### config.mk
export PLATFORM = sky130hd
export DESIGN_NAME = ck_rst_gen
export DESIGN_NICKNAME = d
export VERILOG_FILES = /design/src/rtl/ck_rst_gen.sv
export SDC_FILE = /design/constraint.sdc
export NUM_CORES = 1
export LEC_CHECK = 0
export ABC_AREA = 1
export CAP_MARGIN = 5
export CORE_AREA = 2 2 81 83
export CTS_CLUSTER_DIAMETER = 60
export DETAILED_ROUTE_END_ITERATION = 6
export DIE_AREA = 0 0 83 85
export PLACE_DENSITY = 0.64
export SYNTH_ARGS = -nofsm -noshare
export SYNTH_HDL_FRONTEND = slang
export SYNTH_SLANG_ARGS = --single-unit
### constraint.sdc
create_clock -name clk -period 1.95 [get_ports clk]
set_input_delay 0.39 -clock clk [delete_from_list [all_inputs] [get_ports clk]]
set_output_delay 0.39 -clock clk [all_outputs]
set_load 0.05 [all_outputs]
### src/rtl/ck_rst_gen.sv
// ck_rst_gen: reset synchronizer with hold/soft-reset FSM and a programmable tick divider.
module ck_rst_gen #(
   parameter int SYNC_STAGES = 2,
   parameter int RST_CYCLES  = 2,
   parameter int DIV_W       = 16
) (
   input  logic             clk,
   input  logic             rst_n,
   input  logic             sw_rst_req,
   input  logic [DIV_W-1:0] div,
   output logic             rst_sync_n,
   output logic             run,
   output logic             tick
);
   localparam int HW = $clog2(RST_CYCLES + 1);
   typedef enum logic [1:0] {RESET, HOLD, RUN} state_t;
   state_t state;
   logic [SYNC_STAGES-1:0] sync;
   logic [HW-1:0] hold_cnt;
   logic [DIV_W-1:0] div_q, tick_cnt, div_eff;
   logic sync_q;
   assign sync_q = sync[SYNC_STAGES-1];
   assign div_eff = (div == '0) ? DIV_W'(1) : div;
   always_ff @(posedge clk or negedge rst_n) begin
      if (!rst_n) begin
         state      <= RESET;
         sync       <= '0;
         hold_cnt   <= '0;
         tick_cnt   <= '0;
         div_q      <= DIV_W'(1);
         rst_sync_n <= 1'b0;
         run        <= 1'b0;
         tick       <= 1'b0;
      end else begin
         sync <= {sync[SYNC_STAGES-2:0], 1'b1};
         case (state)
            RESET: if (sync_q) begin
               state    <= HOLD;
               hold_cnt <= '0;
            end
            HOLD: if (sw_rst_req) begin
               hold_cnt <= '0;
            end else if (hold_cnt + 1'b1 == HW'(RST_CYCLES)) begin
               state      <= RUN;
               hold_cnt   <= '0;
               rst_sync_n <= 1'b1;
               run        <= 1'b1;
               div_q      <= div_eff;
               tick_cnt   <= '0;
               tick       <= 1'b0;
            end else begin
               hold_cnt <= hold_cnt + 1'b1;
            end
            RUN: if (sw_rst_req) begin
               state      <= HOLD;
               hold_cnt   <= '0;
               rst_sync_n <= 1'b0;
               run        <= 1'b0;
               tick_cnt   <= '0;
               tick       <= 1'b0;
            end else if (tick_cnt == div_q - 1'b1) begin
               // period ends: a new div only takes effect from here
               tick     <= 1'b1;
               tick_cnt <= '0;
               div_q    <= div_eff;
            end else begin
               tick     <= 1'b0;
               tick_cnt <= tick_cnt + 1'b1;
            end
            default: state <= RESET;
         endcase
      end
   end
endmodule
Word-level counts from Yosys, hierarchy flattened
Index checks and enable logic that the tools add are counted.
{"block": "word_totals", "register_bits": 40, "ramBits": 0, "latchBits": 0, "n_memories": 0, "out_inout_bits": 3, "input_bits": 19, "elab_cells": 59, "mem_bits_ro": 0}
{"block": "classes", "eq_ne": 10, "n_reduce_logical": 9, "addsub": 3, "n_lt_le_gt_ge": 0, "bitwise_logic": 0, "n_mux": 30, "shift": 0, "div_mod_pow": 0, "mul": 0}
{"op": "two-way mux 16 bit", "count": 9}
{"op": "case mux 16 bit (2 select lines)", "count": 2}
{"op": "adder 16 x 1 -> 16 bit (second input constant)", "count": 1}
{"op": "equality test 16 bit", "count": 1}
{"op": "zero test 16 bit", "count": 1}
{"op": "two-way mux 2 bit", "count": 8}
{"op": "subtractor 16 x 1 -> 16 bit (second input constant)", "count": 1}
{"op": "!= test 2 bit (second input constant)", "count": 6}
{"op": "case mux 2 bit (3 select lines)", "count": 2}
{"op": "AND reduction 4 bit", "count": 2}
{"op": "two-way mux 1 bit", "count": 7}
{"op": "AND reduction 3 bit", "count": 2}
{"op": "AND reduction 5 bit", "count": 1}
{"op": "equality test 2 bit (second input constant)", "count": 2}
{"op": "case mux 1 bit (2 select lines)", "count": 2}
{"op": "nonzero test 3 bit", "count": 1}
{"op": "adder 2 x 1 -> 2 bit (second input constant)", "count": 1}
{"op": "equality test 2 x 1 -> 1 bit (second input constant)", "count": 1}
{"op": "zero test 2 bit", "count": 1}
{"op": "nonzero test 2 bit", "count": 1}

Logic depth before layout (Yosys ltp)
{"block": "depth", "ltp_word": 5, "depth_mapped": 17, "depth_no_buf": 16}

Worst setup path after synthesis
Ideal clock, no wire load.
{"block": "synth_path", "path_type": "register -> register", "startpoint": "reg div_q[0]", "endpoint": "reg div_q[3]", "setup_ps": 117, "t_required_ps": 1833, "setup_slack_ps": -188, "arrival_ps": 2021, "stages_incl_launch_ff": 18, "synth_period_minus_slack_ps": 2138, "path_buffers": 1, "cell_sequence": "dfstp_2 > inv_2 > ha_1 > nand2_1 > inv_1 > nor2_1 > nand2_1 > nor2_1 > nand3_1 > nor2_1 > nand2_1 > nor2_2 > nand3_2 > nand2_4 > nand2_4 > buf_6 > nand2_1 > nand2_1"}
{"block": "synth_via", "elab_chain_cells": 4}
{"item": "from (decl)", "line_no": "20", "rtl": "logic [DIV_W-1:0] div_q, tick_cnt, div_eff;"}
{"item": "from (signal assigned)", "line_no": "48", "rtl": "div_q <= div_eff;"}
{"item": "from (signal assigned)", "line_no": "65", "rtl": "div_q <= div_eff;"}
{"item": "subtractor 16 x 1 -> 16 bit", "line_no": "61", "rtl": "end else if (tick_cnt == div_q - 1'b1) begin"}
{"item": "equality test 16 bit", "line_no": "61"}
{"item": "!= test 2 bit (no source line)"}
{"item": "AND reduction 5 bit (no source line)"}
No other way between the ends.
A chain may end at the register's enable or synchronous reset.

Worst setup path after layout
{"block": "layout_path", "startpoint": "reg div_q[0]", "endpoint": "reg div_q[14]"}
Same word-level chain as after synthesis.

==> impl_metrics.env <==
export IMPL_routed_via_count=2747
export IMPL_antenna_diode_count=0
export IMPL_global_route_wire_length_before_repair_mm=12.30
export IMPL_regToRegStartpoint="div_q[0]"
export IMPL_via_count_of_the_first_global_routing_pass=2684
export IMPL_dominant_combinational_cell_family_by_area_after_synthesis="simple AND/OR/NAND/NOR gates"
export IMPL_clk_pin_slew_ns=0.08
export IMPL_initial_utilization=0.4348
export IMPL_place_worst_setup_slack_ns=-0.2088
export IMPL_gr_usage_met3=0.03113
export IMPL_p_sw_frac=0.4627
export IMPL_critical_path_class="register to register"
export IMPL_comb_power_share=0.611
export IMPL_vdd_ir_drop_worst_v=0.0009225
export IMPL_clock_latency_reported_for_the_late_side_of_the_worst_skew_pair_ns=0.29
export IMPL_worstPathArrival_ns=2.42
export IMPL_violations="setup timing"
export IMPL_worst_endpoint_required_time_ns=2.18
export IMPL_overflow=0
export IMPL_grt_busiest_layer="met2"
export IMPL_layout_cell_area_non_filler_mm2=0.003591
export IMPL_crit_path_max_fanout=8
export IMPL_coreArea_mm2=0.006205
export IMPL_synth_compound_area_share=0.07096
export IMPL_grt_setup_unrepaired="yes"
export IMPL_io_buffer_count=21
export IMPL_synthSimpleGateAreaFrac=0.3994
export IMPL_critical_path_startpoint="div_q[0]"
export IMPL_least_margin_pin_slew_ns=0.4961
export IMPL_final_hold_violation_count=0
export IMPL_finalCriticalPeriod_ns=2.184
export IMPL_areaGrowthSynthToFinish_pct=33.12
export IMPL_layout_nets=491
export IMPL_antenna_found_initial=0
export IMPL_synth_largest_type_area_fraction=0.3618
export IMPL_setup_total_negative_slack_ns=-6.029
export IMPL_setup_viol=33
export IMPL_synth_mux_area_frac=0
export IMPL_post_dp_hpwl_mm=5.229
export IMPL_timing_final_ws_setup_ns=-0.2338
export IMPL_p_sw_mw=2.505
export IMPL_power_per_cell_area_mw_per_mm2=1508
export IMPL_netlist_top_cell_by_area="sky130_fd_sc_hd__dfrtp_1"
export IMPL_via_per_inst=5.022
export IMPL_fin_util=0.5787
export IMPL_cts_root_buffer_cell="sky130_fd_sc_hd__clkbuf_8"
export IMPL_drt_antenna_violating_nets=0
export IMPL_synth_seq_cells=40
export IMPL_result_of_the_run="finished with violations"
export IMPL_placed_area_mm2=0.003244
export IMPL_clockPowerShare=0.111
export IMPL_gpl_final_weighted_congestion=0.8399
export IMPL_cts_path_max_buffers=2
export IMPL_rr_endpoint="div_q[14]"
export IMPL_r2r_slack_ns=-0.23
export IMPL_route_detailed_wl_per_inst_um=12.72
export IMPL_synth_top_cells_by_area="sky130_fd_sc_hd__dfrtp_1, sky130_fd_sc_hd__nand2_1, sky130_fd_sc_hd__nand3_1, sky130_fd_sc_hd__inv_1, sky130_fd_sc_hd__nor2_1"
export IMPL_crit_path_end_kind="register"
export IMPL_fill_cells=594
export IMPL_power_static_leakage_nw=1.760
export IMPL_clock_skew_ns=0.006341
export IMPL_reg2reg_depth=16
export IMPL_met2_usage=0.3622
export IMPL_die_w_um=83
export IMPL_avgSynthCellArea_um2=6.677
export IMPL_timing_final_crit_share=1.120
export IMPL_synth_seq_area_share=0.3715
export IMPL_cts_made_buffers=5
export IMPL_grt_max_degree=41
export IMPL_floorplan_die_area_mm2=0.007055
export IMPL_fp_row_count=29
export IMPL_worstSetupStartpointType="register"
export IMPL_wl_mm=6.956
export IMPL_timing_max_cap_violations=0
export IMPL_synth_net_count=425
export IMPL_seq_power_share=0.279
export IMPL_io_pins=22
export IMPL_tritoncts="done"
export IMPL_drc=0
export IMPL_die_height_um=85
export IMPL_routing_usage_on_met1=0.2834
export IMPL_synthesis_area_mm2=0.002698
export IMPL_cts_htree_levels=2
export IMPL_yosysWarnings=0
export IMPL_yosys_cell_types_count=32
export IMPL_numClockSinks=40
export IMPL_global_route_usage_total=0.2120
export IMPL_drt_iter0_markers=148
export IMPL_drive_above_1_share=0.2170
export IMPL_synth_xor_area_share=0.06169
export IMPL_synth_fa_ha_area_frac=0.009276
export IMPL_max_slew_margin_rel=0.6682
export IMPL_min_path_type="primary input to async pin"
export IMPL_internal_power_mw=2.909
export IMPL_clock_fmax_mhz=457.9
export IMPL_syn_instance_count=404
export IMPL_final_max_slew_violation_count=0
export IMPL_dr_pass1_iters=4
layout make-up:
class | count | area, um^2 | area share
multi-input cells | 308 | 1613 | 0.4491
flip-flops and latches | 40 | 1005 | 0.2798
repair buffers | 66 | 596.8 | 0.1662
inverters | 49 | 183.9 | 0.05122
clock buffers | 7 | 96.34 | 0.02683
well taps | 77 | 96.34 | 0.02683
logic make-up after synthesis:
logic type | count (synthesis)
adders and majority gates | 2
DFF | 40
buffers and inverters | 56
and+or+nand+nor | 252
other | 1
xor gates and xnor gates | 19
AOI/OAI and AO/OA | 34
repair_timing:
item                                    CTS  global route
hold buffers                              0             0
endpoints found under the setup margin   33            33
setup buffers                             8             4
gates cloned                              0             1
resized for setup                        25            15
pin swaps                                11             6
hold endpoints to repair                  0             0
synth_stat cells (all sizes together):
cell    instances
o22ai           9
and2            1
nand3          48
o211ai          1
clkinv          1
a31oi           2
dfrtp          39
o21ai          16
buf             5
dfstp           1
nor2           49
nor4            4
a21oi           5
clkbuf          2
xnor2           7
nor3            3
a41o            1
inv            48
conb            1
ha              2
xor2           12
nand2         145
nand3b          2
layout by cell type, fill, tap and decap left out, types with 3 or more instances in the layout:
| cell | instances |
|---|---|
| sky130_fd_sc_hd__nand3_2 | 16 |
| sky130_fd_sc_hd__nand2_2 | 6 |
| sky130_fd_sc_hd__nor4_1 | 4 |
| sky130_fd_sc_hd__o22ai_1 | 6 |
| sky130_fd_sc_hd__nor2_1 | 39 |
| sky130_fd_sc_hd__nand2_1 | 137 |
| sky130_fd_sc_hd__nand3_1 | 32 |
| sky130_fd_sc_hd__buf_6 | 3 |
| sky130_fd_sc_hd__o21ai_1 | 6 |
| sky130_fd_sc_hd__inv_1 | 41 |
| sky130_fd_sc_hd__o21ai_0 | 10 |
| sky130_fd_sc_hd__dfrtp_1 | 37 |
| sky130_fd_sc_hd__clkbuf_8 | 7 |
| sky130_fd_sc_hd__xor2_1 | 12 |
| sky130_fd_sc_hd__xnor2_1 | 7 |
| sky130_fd_sc_hd__a21oi_1 | 5 |
| sky130_fd_sc_hd__nor2_2 | 8 |
| sky130_fd_sc_hd__o22ai_2 | 3 |
| sky130_fd_sc_hd__inv_2 | 7 |
| sky130_fd_sc_hd__buf_4 | 39 |
| sky130_fd_sc_hd__clkdlybuf4s50_1 | 20 |
per-stage QoR:
stage	hold slack (ns)	std cells	power, mW
after CTS	0.06073	542	5.207
after floorplan	0.09441	404	3.396
after global routing	0.07057	547	5.962
final	0.04104	547	5.414
after global placement	0.3431	529	4.330
after detailed placement	0.3471	529	4.386
how the worst max path moves through the flow:
stage | endpoint | slack (ns) | cells past startpoint
2_1_floorplan | div_q[3] | -0.15 | 17
3_3_place_gp | div_q[15] | -0.18 | 16
3_5_place_dp | div_q[5] | -0.21 | 16
4_1_cts | div_q[0] | -0.17 | 16
5_1_grt | div_q[12] | -0.41 | 16
6_report | div_q[14] | -0.23 | 16
metal layers:
| layer | wire length, um | vias up | share of wire |
|---|---|---|---|
| met1 | 3284 | 1295 | 0.47 |
| met5 | 0 | - | 0 |
| met4 | 65 | 0 | 0.0093 |
| li1 | - | 1409 | - |
| met3 | 202 | 7 | 0.029 |
| met2 | 3404 | 36 | 0.49 |
state kept, by name, indices dropped and copies added (netlist names):
| signal | count |
|---|---|
| div_q | 16 |
| run | 1 |
| state | 2 |
| tick | 1 |
| sync | 2 |
| hold_cnt | 2 |
| tick_cnt | 16 |
worst max-delay path, stage by stage (launching register included):
cell,delay [ns]
sky130_fd_sc_hd__dfstp_2,0.54
sky130_fd_sc_hd__inv_2,0.05
sky130_fd_sc_hd__ha_4,0.21
sky130_fd_sc_hd__nand2_1,0.06
sky130_fd_sc_hd__inv_1,0.05
sky130_fd_sc_hd__nor2_2,0.11
sky130_fd_sc_hd__nand2_1,0.06
sky130_fd_sc_hd__nor2_1,0.09
sky130_fd_sc_hd__nand3_1,0.09
sky130_fd_sc_hd__nor2_1,0.10
sky130_fd_sc_hd__nand2_1,0.07
sky130_fd_sc_hd__nor2_2,0.14
sky130_fd_sc_hd__nand3_2,0.12
sky130_fd_sc_hd__nand2_4,0.15
sky130_fd_sc_hd__clkbuf_16,0.18
sky130_fd_sc_hd__nand3_1,0.06
sky130_fd_sc_hd__nand2_1,0.06
power groups by stage:
stage / clock [mW] / combinational (mW) / sequential, mW
5_1_grt: 0.649 / 3.76 / 1.55
2_1_floorplan: 0 / 1.93 / 1.46
6_report: 0.598 / 3.31 / 1.51
3_3_place_gp: 0 / 2.82 / 1.51
3_5_place_dp: 0 / 2.87 / 1.52
4_1_cts: 0.616 / 3.08 / 1.51
No activity file was read; power rests on OpenSTA's default activity.
